`src/rtl/gpu_pkg.sv`:
```
// Shared types and helpers for the GPU memory subsystem.
package gpu_pkg;

  typedef enum logic [2:0] {
    MC_IDLE        = 3'd0,
    MC_READ_WAIT   = 3'd1,
    MC_WRITE_WAIT  = 3'd2,
    MC_READ_RELAY  = 3'd3,
    MC_WRITE_RELAY = 3'd4
  } mc_state_t;

  // Index width that stays legal for a single-entry set.
  function automatic int idx_width(input int n);
    return (n > 1) ? $clog2(n) : 1;
  endfunction

endpackage

```
`src/rtl/mc_arbiter.sv`:
```
// Picks one unclaimed requester, searching upward from i_ptr with wrap-around.
// Purely combinational; o_grant is one-hot or zero when o_found is 0.
module mc_arbiter #(
  parameter int N  = 4,
  parameter int PW = 2
) (
  input  logic [N-1:0]  i_req,
  input  logic [N-1:0]  i_claim,
  input  logic [PW-1:0] i_ptr,
  output logic [N-1:0]  o_grant,
  output logic          o_found
);

  logic [N-1:0] w_avail;
  int           w_idx;

  always_comb begin
    w_avail = i_req & ~i_claim;
    o_grant = '0;
    o_found = 1'b0;
    w_idx   = 0;
    for (int k = 0; k < N; k++) begin
      w_idx = (int'(i_ptr) + k) % N;
      if (!o_found && w_avail[w_idx]) begin
        o_grant[w_idx] = 1'b1;
        o_found        = 1'b1;
      end
    end
  end

endmodule

```
`src/rtl/mem_controller.sv`:
```
// Arbitrates consumer read/write requests onto NUM_CHANNELS memory channels and relays responses.
// MEMCTRL_RR_ARB_EN selects round-robin arbitration; otherwise lowest consumer index wins.
module mem_controller
  import gpu_pkg::*;
#(
  parameter int ADDR_BITS     = 8,
  parameter int DATA_BITS     = 8,
  parameter int NUM_CONSUMERS = 4,
  parameter int NUM_CHANNELS  = 1,
  parameter int WRITE_EN      = 1
) (
  input  logic                               clk,
  input  logic                               reset_n,
  input  logic [NUM_CONSUMERS-1:0]           consumer_read_valid,
  input  logic [NUM_CONSUMERS*ADDR_BITS-1:0] consumer_read_address,
  output logic [NUM_CONSUMERS-1:0]           consumer_read_ready,
  output logic [NUM_CONSUMERS*DATA_BITS-1:0] consumer_read_data,
  input  logic [NUM_CONSUMERS-1:0]           consumer_write_valid,
  input  logic [NUM_CONSUMERS*ADDR_BITS-1:0] consumer_write_address,
  input  logic [NUM_CONSUMERS*DATA_BITS-1:0] consumer_write_data,
  output logic [NUM_CONSUMERS-1:0]           consumer_write_ready,
  output logic [NUM_CHANNELS-1:0]            mem_read_valid,
  output logic [NUM_CHANNELS*ADDR_BITS-1:0]  mem_read_address,
  input  logic [NUM_CHANNELS-1:0]            mem_read_ready,
  input  logic [NUM_CHANNELS*DATA_BITS-1:0]  mem_read_data,
  output logic [NUM_CHANNELS-1:0]            mem_write_valid,
  output logic [NUM_CHANNELS*ADDR_BITS-1:0]  mem_write_address,
  output logic [NUM_CHANNELS*DATA_BITS-1:0]  mem_write_data,
  input  logic [NUM_CHANNELS-1:0]            mem_write_ready
);

  localparam int CW = idx_width(NUM_CONSUMERS);

  mc_state_t                          r_state [NUM_CHANNELS];
  logic [CW-1:0]                      r_cons  [NUM_CHANNELS];
  logic [NUM_CONSUMERS-1:0]           r_claim;
  logic [NUM_CHANNELS-1:0]            r_mem_rd_vld;
  logic [NUM_CHANNELS-1:0]            r_mem_wr_vld;
  logic [NUM_CHANNELS*ADDR_BITS-1:0]  r_mem_rd_addr;
  logic [NUM_CHANNELS*ADDR_BITS-1:0]  r_mem_wr_addr;
  logic [NUM_CHANNELS*DATA_BITS-1:0]  r_mem_wr_dat;
  logic [NUM_CONSUMERS-1:0]           r_cons_rd_rdy;
  logic [NUM_CONSUMERS-1:0]           r_cons_wr_rdy;
  logic [NUM_CONSUMERS*DATA_BITS-1:0] r_cons_rd_dat;

  logic [CW-1:0]                      w_ptr;
  logic [NUM_CONSUMERS-1:0]           w_req;
  logic [NUM_CHANNELS-1:0]            w_take_v;
  logic [NUM_CHANNELS-1:0]            w_sel_rd_v;
  logic [NUM_CHANNELS*CW-1:0]         w_sel_v;
  logic [NUM_CHANNELS*ADDR_BITS-1:0]  w_rd_addr_v;
  logic [NUM_CHANNELS*ADDR_BITS-1:0]  w_wr_addr_v;
  logic [NUM_CHANNELS*DATA_BITS-1:0]  w_wr_dat_v;

  assign w_req = consumer_read_valid | ((WRITE_EN != 0) ? consumer_write_valid : '0);

`ifdef MEMCTRL_RR_ARB_EN
  logic [CW-1:0] r_rr_ptr;
  assign w_ptr = r_rr_ptr;

  // The highest-index channel granting this cycle holds the most recent grant.
  always_ff @(posedge clk) begin
    if (!reset_n) begin
      r_rr_ptr <= '0;
    end else begin
      for (int ch = 0; ch < NUM_CHANNELS; ch++) begin
        if (w_take_v[ch]) begin
          r_rr_ptr <= (w_sel_v[ch*CW +: CW] == CW'(NUM_CONSUMERS - 1)) ? '0
                                                                        : w_sel_v[ch*CW +: CW] + 1'b1;
        end
      end
    end
  end
`else
  assign w_ptr = '0;
`endif

  // Lower channels resolve first; their grants are masked out for the channels above.
  for (genvar g = 0; g < NUM_CHANNELS; g++) begin : g_ch
    logic [NUM_CONSUMERS-1:0] w_excl_in;
    logic [NUM_CONSUMERS-1:0] w_excl_out;
    logic [NUM_CONSUMERS-1:0] w_grant;
    logic                     w_found;
    logic                     w_take;
    logic [CW-1:0]            w_sel;

    if (g == 0) begin : g_first
      assign w_excl_in = r_claim;
    end else begin : g_next
      assign w_excl_in = g_ch[g-1].w_excl_out;
    end

    mc_arbiter #(
      .N  (NUM_CONSUMERS),
      .PW (CW)
    ) u_arb (
      .i_req   (w_req),
      .i_claim (w_excl_in),
      .i_ptr   (w_ptr),
      .o_grant (w_grant),
      .o_found (w_found)
    );

    assign w_take     = (r_state[g] == MC_IDLE) && w_found;
    assign w_excl_out = w_excl_in | (w_take ? w_grant : '0);

    always_comb begin
      w_sel = '0;
      for (int c = 0; c < NUM_CONSUMERS; c++) begin
        if (w_grant[c]) w_sel = CW'(c);
      end
    end

    assign w_take_v[g]                         = w_take;
    assign w_sel_v[g*CW +: CW]                 = w_sel;
    assign w_sel_rd_v[g]                       = consumer_read_valid[w_sel];
    assign w_rd_addr_v[g*ADDR_BITS +: ADDR_BITS] = consumer_read_address[w_sel*ADDR_BITS +: ADDR_BITS];
    assign w_wr_addr_v[g*ADDR_BITS +: ADDR_BITS] = consumer_write_address[w_sel*ADDR_BITS +: ADDR_BITS];
    assign w_wr_dat_v[g*DATA_BITS +: DATA_BITS]  = consumer_write_data[w_sel*DATA_BITS +: DATA_BITS];
  end

  always_ff @(posedge clk) begin
    if (!reset_n) begin
      for (int ch = 0; ch < NUM_CHANNELS; ch++) begin
        r_state[ch] <= MC_IDLE;
        r_cons[ch]  <= '0;
      end
      r_claim       <= '0;
      r_mem_rd_vld  <= '0;
      r_mem_wr_vld  <= '0;
      r_mem_rd_addr <= '0;
      r_mem_wr_addr <= '0;
      r_mem_wr_dat  <= '0;
      r_cons_rd_rdy <= '0;
      r_cons_wr_rdy <= '0;
      r_cons_rd_dat <= '0;
    end else begin
      for (int ch = 0; ch < NUM_CHANNELS; ch++) begin
        case (r_state[ch])
          MC_IDLE: begin
            if (w_take_v[ch]) begin
              r_cons[ch]                     <= w_sel_v[ch*CW +: CW];
              r_claim[w_sel_v[ch*CW +: CW]]  <= 1'b1;
              if (w_sel_rd_v[ch]) begin
                r_state[ch]                                 <= MC_READ_WAIT;
                r_mem_rd_vld[ch]                            <= 1'b1;
                r_mem_rd_addr[ch*ADDR_BITS +: ADDR_BITS]    <= w_rd_addr_v[ch*ADDR_BITS +: ADDR_BITS];
              end else begin
                r_state[ch]                                 <= MC_WRITE_WAIT;
                r_mem_wr_vld[ch]                            <= 1'b1;
                r_mem_wr_addr[ch*ADDR_BITS +: ADDR_BITS]    <= w_wr_addr_v[ch*ADDR_BITS +: ADDR_BITS];
                r_mem_wr_dat[ch*DATA_BITS +: DATA_BITS]     <= w_wr_dat_v[ch*DATA_BITS +: DATA_BITS];
              end
            end
          end
          MC_READ_WAIT: begin
            if (mem_read_ready[ch]) begin
              r_state[ch]                                        <= MC_READ_RELAY;
              r_mem_rd_vld[ch]                                   <= 1'b0;
              r_mem_rd_addr[ch*ADDR_BITS +: ADDR_BITS]           <= '0;
              r_cons_rd_dat[r_cons[ch]*DATA_BITS +: DATA_BITS]   <= mem_read_data[ch*DATA_BITS +: DATA_BITS];
              r_cons_rd_rdy[r_cons[ch]]                          <= 1'b1;
            end
          end
          MC_WRITE_WAIT: begin
            if (mem_write_ready[ch]) begin
              r_state[ch]                                 <= MC_WRITE_RELAY;
              r_mem_wr_vld[ch]                            <= 1'b0;
              r_mem_wr_addr[ch*ADDR_BITS +: ADDR_BITS]    <= '0;
              r_mem_wr_dat[ch*DATA_BITS +: DATA_BITS]     <= '0;
              r_cons_wr_rdy[r_cons[ch]]                   <= 1'b1;
            end
          end
          // Read data stays latched after ready drops; only the handshake is released.
          MC_READ_RELAY: begin
            if (!consumer_read_valid[r_cons[ch]]) begin
              r_state[ch]               <= MC_IDLE;
              r_cons_rd_rdy[r_cons[ch]] <= 1'b0;
              r_claim[r_cons[ch]]       <= 1'b0;
            end
          end
          MC_WRITE_RELAY: begin
            if (!consumer_write_valid[r_cons[ch]]) begin
              r_state[ch]               <= MC_IDLE;
              r_cons_wr_rdy[r_cons[ch]] <= 1'b0;
              r_claim[r_cons[ch]]       <= 1'b0;
            end
          end
          default: r_state[ch] <= MC_IDLE;
        endcase
      end
    end
  end

  assign consumer_read_ready  = r_cons_rd_rdy;
  assign consumer_read_data   = r_cons_rd_dat;
  assign mem_read_valid       = r_mem_rd_vld;
  assign mem_read_address     = r_mem_rd_addr;
  assign consumer_write_ready = (WRITE_EN != 0) ? r_cons_wr_rdy : '0;
  assign mem_write_valid      = (WRITE_EN != 0) ? r_mem_wr_vld  : '0;
  assign mem_write_address    = (WRITE_EN != 0) ? r_mem_wr_addr : '0;
  assign mem_write_data       = (WRITE_EN != 0) ? r_mem_wr_dat  : '0;

endmodule

```
`config.mk`:
```
export PLATFORM = sky130hd
export DESIGN_NAME = mem_controller
export DESIGN_NICKNAME = d
export VERILOG_FILES = /design/src/rtl/gpu_pkg.sv /design/src/rtl/mc_arbiter.sv /design/src/rtl/mem_controller.sv
export SDC_FILE = /design/constraint.sdc
export NUM_CORES = 1
export LEC_CHECK = 0
export BUFFER_PORTS_ARGS = -buffer_cell sky130_fd_sc_hd__buf_4
export CORE_MARGIN = 2
export CORE_UTILIZATION = 42
export DETAILED_ROUTE_END_ITERATION = 10
export MAX_ROUTING_LAYER = met4
export PLACE_DENSITY = 0.79
export SYNTH_ARGS = -nofsm -noshare
export SYNTH_HDL_FRONTEND = slang
export SYNTH_SLANG_ARGS = --single-unit
export TNS_END_PERCENT = 30
```
`constraint.sdc`:
```
create_clock -name clk -period 2 [get_ports clk]
set_input_delay 0.3 -clock clk [delete_from_list [all_inputs] [get_ports clk]]
set_output_delay 0.3 -clock clk [all_outputs]
set_load 0.01 [all_outputs]
```
Yosys cells after proc, flatten, opt, wreduce, memory -nomap -nowiden
Memory sizes are Yosys's and may differ from the RTL's. Index checks and enable logic that the tools add are counted.

Register bits: 70. Bits in writable memories: 5. Memories: 2. Word-level logic and storage cells: 173.

Memories: r_state (words 1, width 3, read ports 1, clocked after memory_dff 0, wr ports 1, line mem_controller.sv:34) `mc_state_t r_state [NUM_CHANNELS];`; r_cons (words 1, width 2, read ports 1, clocked after memory_dff 0, wr ports 1, line mem_controller.sv:35) `logic [CW-1:0] r_cons [NUM_CHANNELS];`.

Equal/unequal tests: 11. Multiplexer cells: 101. Reductions and logical operators: 30. Bitwise operators: 10. $add $sub $neg: 1. Order comparisons: 4. Shifts and indexed selects: 5.

Operator list (count): 32-bit by 6-bit variable part select with 8-bit output (3); 8-bit 2-to-1 mux (8); 1-bit 2-to-1 mux (59); 8-bit case mux with 2 select lines (3); 5-bit negator with 34-bit output (1); 8-bit by 34-bit variable shift with 32-bit output (first input constant) (1); 8-bit by 34-bit variable part select with 32-bit output (1); 32-bit bitwise mux (1); 4-bit 2-to-1 mux (8); 3-bit 2-to-1 mux (8); 3-bit OR reduction (7); 4-bit AND (4); 4-bit OR (4); 4-bit case mux with 2 select lines (2); 2-bit != test (second input constant) (7); 4-bit case mux with 3 select lines (1); 4-bit AND reduction (3); 2-bit 2-to-1 mux (4); 4-bit inverter (2); 2-bit nonzero test (4); 1-bit binary-select mux with 2-bit select (3); 3-bit by 2-bit equality test with 1-bit output (second input constant) (2); 1-bit logical AND (6); 2-bit by 3-bit < comparator with 1-bit output (second input constant) (2); other kinds (12) (18).

Logic depth before layout (Yosys ltp)
Depth after elaboration: 30. Gate-level depth with buffers: 9. Mapped depth without buffers: 5.

Cells and area by module
From an unflattened synthesis, not the netlist that was laid out.

Cells, all modules: 489. Area, all modules: 4274.1 um2.

By module, submodules not included: mem_controller (area each 3842.4 um2, cells each 442, seq. area each 1551.5 um2, instances 1); mc_arbiter (area each 431.7 um2, cells each 47, seq. area each 0.0 um2, instances 1).

Worst setup path after synthesis
Ideal clock, no wire load.

Path type: flip-flop to flip-flop. Start point: mem r_cons[0][0] in the netlist's numbering. End point: reg r_cons_rd_dat[0] (netlist: consumer_read_data[0]). Cell stages (with the launch flop): 8. Period minus slack after synthesis: 2.043 ns. Data arrival time: 1.972 ns. Path slack: -0.043 ns. Required time: 1.930 ns. Path through: edfxtp_1 buf_2 inv_1 ha_1 clkbuf_1 nor3b_1 nand3_1 a21oi_1.

Word-level cells in the longest chain between the ends: 4. Elaborated cells between the ends (all ways): 5.

Ends and longest elaborated chain: start, declared (line mem_controller.sv:35); memory 1 x 2 bit (*); 5-bit negator with 34-bit output (*) (line mem_controller.sv:161) `r_cons_rd_dat[r_cons[ch]*DATA_BITS +: DATA_BITS] <= mem_read_data[ch*DATA_BITS +: DATA_BITS];`; 8-bit by 34-bit variable part select with 32-bit output / 8-bit by 34-bit variable shift with 32-bit output (equally long branches) (line mem_controller.sv:161); 32-bit bitwise mux (*) (line mem_controller.sv:161); end signal, assigned by index (line mem_controller.sv:161); end, declared (line mem_controller.sv:44) `logic [NUM_CONSUMERS*DATA_BITS-1:0] r_cons_rd_dat;`.

Mark *: on every way between the ends. The rest lies on a longest branch, timed or not. A chain may end at the register's enable or synchronous reset.

Final worst setup path
Start point: reg r_claim[0] (netlist: g_ch[0].w_excl_in[0]). End point: reg r_mem_wr_dat[0] (netlist: mem_write_data[0]).

Word-level cells in the longest chain between the ends: 17. Elaborated cells between the ends (all ways): 28.

Ends and longest elaborated chain: start, declared (line mem_controller.sv:36) `logic [NUM_CONSUMERS-1:0] r_claim;`; start signal, assigned (line mem_controller.sv:128) `r_claim <= '0;`; start signal, assigned by index (line mem_controller.sv:143) `r_claim[w_sel_v[ch*CW +: CW]] <= 1'b1;`; start signal, assigned by index (line mem_controller.sv:179) `r_claim[r_cons[ch]] <= 1'b0;`; 4-bit inverter (*) (line mc_arbiter.sv:18) `w_avail = i_req & ~i_claim;`; 4-bit AND (*) (line mc_arbiter.sv:18); 1-bit 2-to-1 mux (*) (line mc_arbiter.sv:24) `if (!o_found && w_avail[w_idx]) begin`; 1-bit zero test (line mc_arbiter.sv:24); 1-bit logical AND (line mc_arbiter.sv:24); 1-bit 2-to-1 mux (line mc_arbiter.sv:24); 1-bit zero test (line mc_arbiter.sv:24); 1-bit logical AND (line mc_arbiter.sv:24); 1-bit 2-to-1 mux (line mc_arbiter.sv:24); 1-bit zero test (line mc_arbiter.sv:24); 1-bit logical AND (line mc_arbiter.sv:24); 4-bit 2-to-1 mux (line mc_arbiter.sv:24); 2-bit 2-to-1 mux (line mem_controller.sv:110) `if (w_grant[c]) w_sel = CW'(c);`; 32-bit by 6-bit variable part select with 8-bit output / 1-bit binary-select mux with 2-bit select (equally long branches) (line mem_controller.sv:119, mem_controller.sv:116); 8-bit 2-to-1 mux / 1-bit 2-to-1 mux (equally long branches) (line mem_controller.sv:144, mem_controller.sv:116); 8-bit 2-to-1 mux / 2-bit != test (equally long branches); 8-bit case mux with 2 select lines / 4-bit AND reduction (equally long branches); end signal, assigned by index (line mem_controller.sv:152) `r_mem_wr_dat[ch*DATA_BITS +: DATA_BITS] <= w_wr_dat_v[ch*DATA_BITS +: DATA_BITS];`; end, declared (line mem_controller.sv:41) `logic [NUM_CHANNELS*DATA_BITS-1:0] r_mem_wr_dat;`.

Mark *: on every way between the ends. The rest lies on a longest branch, timed or not. The select of a mux whose other input is x is not followed.

==> run_results.csv <==
group,metric,value,unit
setup_path,crit_start,"g_ch[0].w_excl_in[0]$_SDFFE_PN0P_",
timing,finalClockSkew,0.00712,ns
floorplanning,core,8590,sq um
setup_path,cp_slowest_stage_delay,0.48,ns
clock_network,cts_tree,"built",
power,peakVddDrop,0.000583,V
clock_network,clock_latency,0.34,ns
setup_path,cp_common_cell,"nor3_1",
floorplanning,io_pins,182,
floorplanning,row_count,34,
timing,fmax,530,MHz
setup_path,ff2ff_path_depth,5,
synth,yosys_warnings,0,
setup_path,cp_max_fo,17,
layout,fin_cells,699,
floorplanning,fp.dieH,97.3,um
power,finalPower,5740,uW
synth,ys_ff_latch,75,
synth,avgSynthCellArea,9.16,sq um
clock_network,cts_num_sinks,75,
floorplanning,fp.dieW,97.3,um
setup_path,path_buf_inv,0,
timing,max-slew-margin-rel,55.6,%
timing,tightest_slew,0.666,ns
synth,syn-num-nets,523,
setup_path,crit_arrival,2.12,ns
placed_design,hpwl,8850,um
timing,min_period,1.89,ns
timing,slew_violations,0,
clock_network,clk_path_buf_depth,2,
placed_design,place.gp.congestion,0.908,
min_path,hold_path_end,"mem_read_address[0]$_SDFFE_PN0P_",
drt,first_pass_iters,7,
setup_path,crit_type,"flop to flop",
synth,seq_area_frac_synth,42.5,%
global_route,grt_max_degree,45,
global_route,grt_use_total,24.8,%
drt,vias,3999,
placed_design,io_buffers,181,
clock_network,cts_buffers,9,
global_route,antenna_found_initial,0,
synth,synth_edf_count,5,
setup_path,path_cells,"nand2_1, nor3_1, nor3_1, o31a_2, a22o_1",
drt,drcViolationCount,0,
timing,setup_violations,0,
setup_path,cp-start-kind,"flop",
global_route,grt_pass1_wl,18700,um
floorplanning,die_area,9460,sq um
layout,n_fill_cell,710,
timing,hold_viol,0,
setup_path,cpLargestDelayFamily,"compound AO/OA/AOI/OAI gates",
min_path,hold_class,"input pin to flop",
drt,final_antenna_net_count,0,
setup_path,cp_slowest_cell,"o31a_2",
setup_path,worstPathRequired,2.24,ns
synth,syn_inst,399,
layout,fin_util,63.7,%
timing,finalCritPeriodShare,94.4,%
global_route,grt_remaining_overflow,0,
placed_design,place_inst,681,
setup_path,regToRegStartpoint,"g_ch[0].w_excl_in[0]$_SDFFE_PN0P_",
floorplanning,initial_core_util,42.5,%
min_path,min-delay-start,"consumer_read_address[24]",
clock_network,cts-root-buf,"clkbuf_8",
layout,antennaDiodeCount,0,
drt,via_per_inst,5.72,
clock_network,htree_levels,3,
setup_path,worst_setup_path_end_kind,"flop",
synth,netlist_area,3650,sq um
layout,drive_gt1_share,41.3,%
global_route,grt_pass1_vias,3942,
job,max_cap_viol_count,0,
drt,drt_wl_total,11900,um
setup_path,rrSetupSlack,0.11,ns
synth,async_flop_share,0,%
power,total_leakage_power,0.00231,uW
status,run_status,"finished, final reports clean",
timing,rsz0062_at_grt,"yes",
power,p_per_area,1050,nW/um^2
synth,synthFlopType,"dfxtp_1",
layout,fin_nets,710,
drt,wl_per_cell,17.0,um
drt,drtIter0Drc,237,
clock_network,clk_pin_slew_worst_paths,0.08,ns
layout,areaGrowthSynthToFinish,49.9,%
setup_path,r2r_end,"mem_write_data[0]$_SDFFE_PN0P_",
min_path,hold_depth,3,
timing,hold_slack,0.235,ns
synth,ys_types,54,
-- area by class of cell --
class,instances,area (sq um),share of cell area (%)
clock inverter,6,65.1,1.19
tap,108,135,2.47
timing repair buffer,199,1520,27.7
sequential,75,1550,28.3
clock buffer,10,128,2.33
inverter,6,22.5,0.411
multi-input combinational,295,2060,37.5
-- cells in the final DEF (no fill, tap or decap), types with 3 or more instances in the layout --
master	netlist	final
o21ai_0	3	3
o21ba_2	4	4
a211oi_1	9	9
nand3_1	32	32
a31oi_1	3	3
a21boi_0	8	8
and2_1	5	5
a222oi_1	24	24
o21bai_2	2	3
a22o_1	16	16
edfxtp_1	5	5
dfxtp_1	70	69
o2bb2ai_1	8	8
nor3_1	6	6
buf_4	0	197
inv_1	5	5
o31ai_4	0	3
nor2_1	10	9
ha_1	8	7
a21oi_1	42	42
nand2_1	71	71
clkbuf_8	0	9
nand2b_1	4	4
-- per-stage QoR --
| step | setup slack, ns | TNS (ns) | cell area, sq um |
|---|---|---|---|
| final | 0.112 | 0 | 5480 |
| after global routing | -0.0113 | -0.0245 | 5480 |
| after CTS | -0.0000155 | -0.0000155 | 5410 |
| after detailed placement | -0.200 | -2.57 | 5190 |
| after global placement | -0.0704 | -0.588 | 5190 |
| after floorplan | 0.0448 | 0 | 3660 |
-- per-layer routing --
layer / GRT usage (%) / wire length [um] / vias up
met5: - / 0 / -
met3: 4.68 / 951 / 24
met2: 43.0 / 6120 / 201
met4: 8.12 / 238 / 0
met1: 29.1 / 4580 / 1883
li1: - / - / 1891
-- synthesized netlist by cell type, types with 4 or more instances --
library cell	instances	area share, %
nand2_1	71	7.3
dfxtp_1	70	38
a21oi_1	42	5.8
nand3_1	32	4.4
a222oi_1	24	6.6
a22o_1	16	3.8
clkbuf_1	14	1.4
nor2_1	10	1.0
a211oi_1	9	1.8
a21boi_0	8	1.6
buf_2	8	1.1
ha_1	8	2.7
o2bb2ai_1	8	1.9
nor3_1	6	0.82
and2_1	5	0.86
edfxtp_1	5	4.1
inv_1	5	0.51
nand2b_1	4	0.68
o21ba_2	4	1.1
-- tightest hold or removal path, stage by stage --
cell and delay, ns:
buf_4 0.07, a21boi_0 0.06, o2bb2ai_1 0.11
-- timing repair --
action | 4_1_cts | 5_1_grt
endpoints found under the setup margin | 20 | 34
gates resized for setup | 2 | 8
buffers inserted | 0 | 1
hold buffers | 0 | 0
cloned | 1 | 0
pin swaps | 1 | 1
-- report_power, final --
part	internal [uW]	switching [uW]	total, uW
clock	579	582	1160
sequential	1780	187	1960
combinational	1240	1380	2620
total	3600	2140	5740
-- cell families (layout without fill, tap and decap cells) --
group	after synthesis	count (layout)	synth area share, %
AOI/OAI and AO/OA	135	136	28.6
adders and majority gates	8	8	2.74
buffers and inverters	30	221	3.77
DFF	75	75	42.5
muxes	2	2	1.23
and+or+nand+nor	149	149	21.2
-- how the worst max path moves through the flow --
| stage | endpoint | slack (ns) | cells past startpoint |
|---|---|---|---|
| 4_1_cts | mem_write_data[0]$_SDFFE_PN0P_ | -0.00002 | 5 |
| 5_1_grt | mem_write_address[3]$_SDFFE_PN0P_ | -0.01 | 5 |
| 3_5_place_dp | mem_read_address[5]$_SDFFE_PN0P_ | -0.20 | 6 |
| 3_3_place_gp | mem_read_address[7]$_SDFFE_PN0P_ | -0.07 | 6 |
| 6_report | mem_write_data[0]$_SDFFE_PN0P_ | 0.11 | 5 |
| 2_1_floorplan | consumer_read_data[10]$_SDFFE_PN0P_ | 0.04 | 7 |
Note: power is estimated with default switching activity, not from simulation.
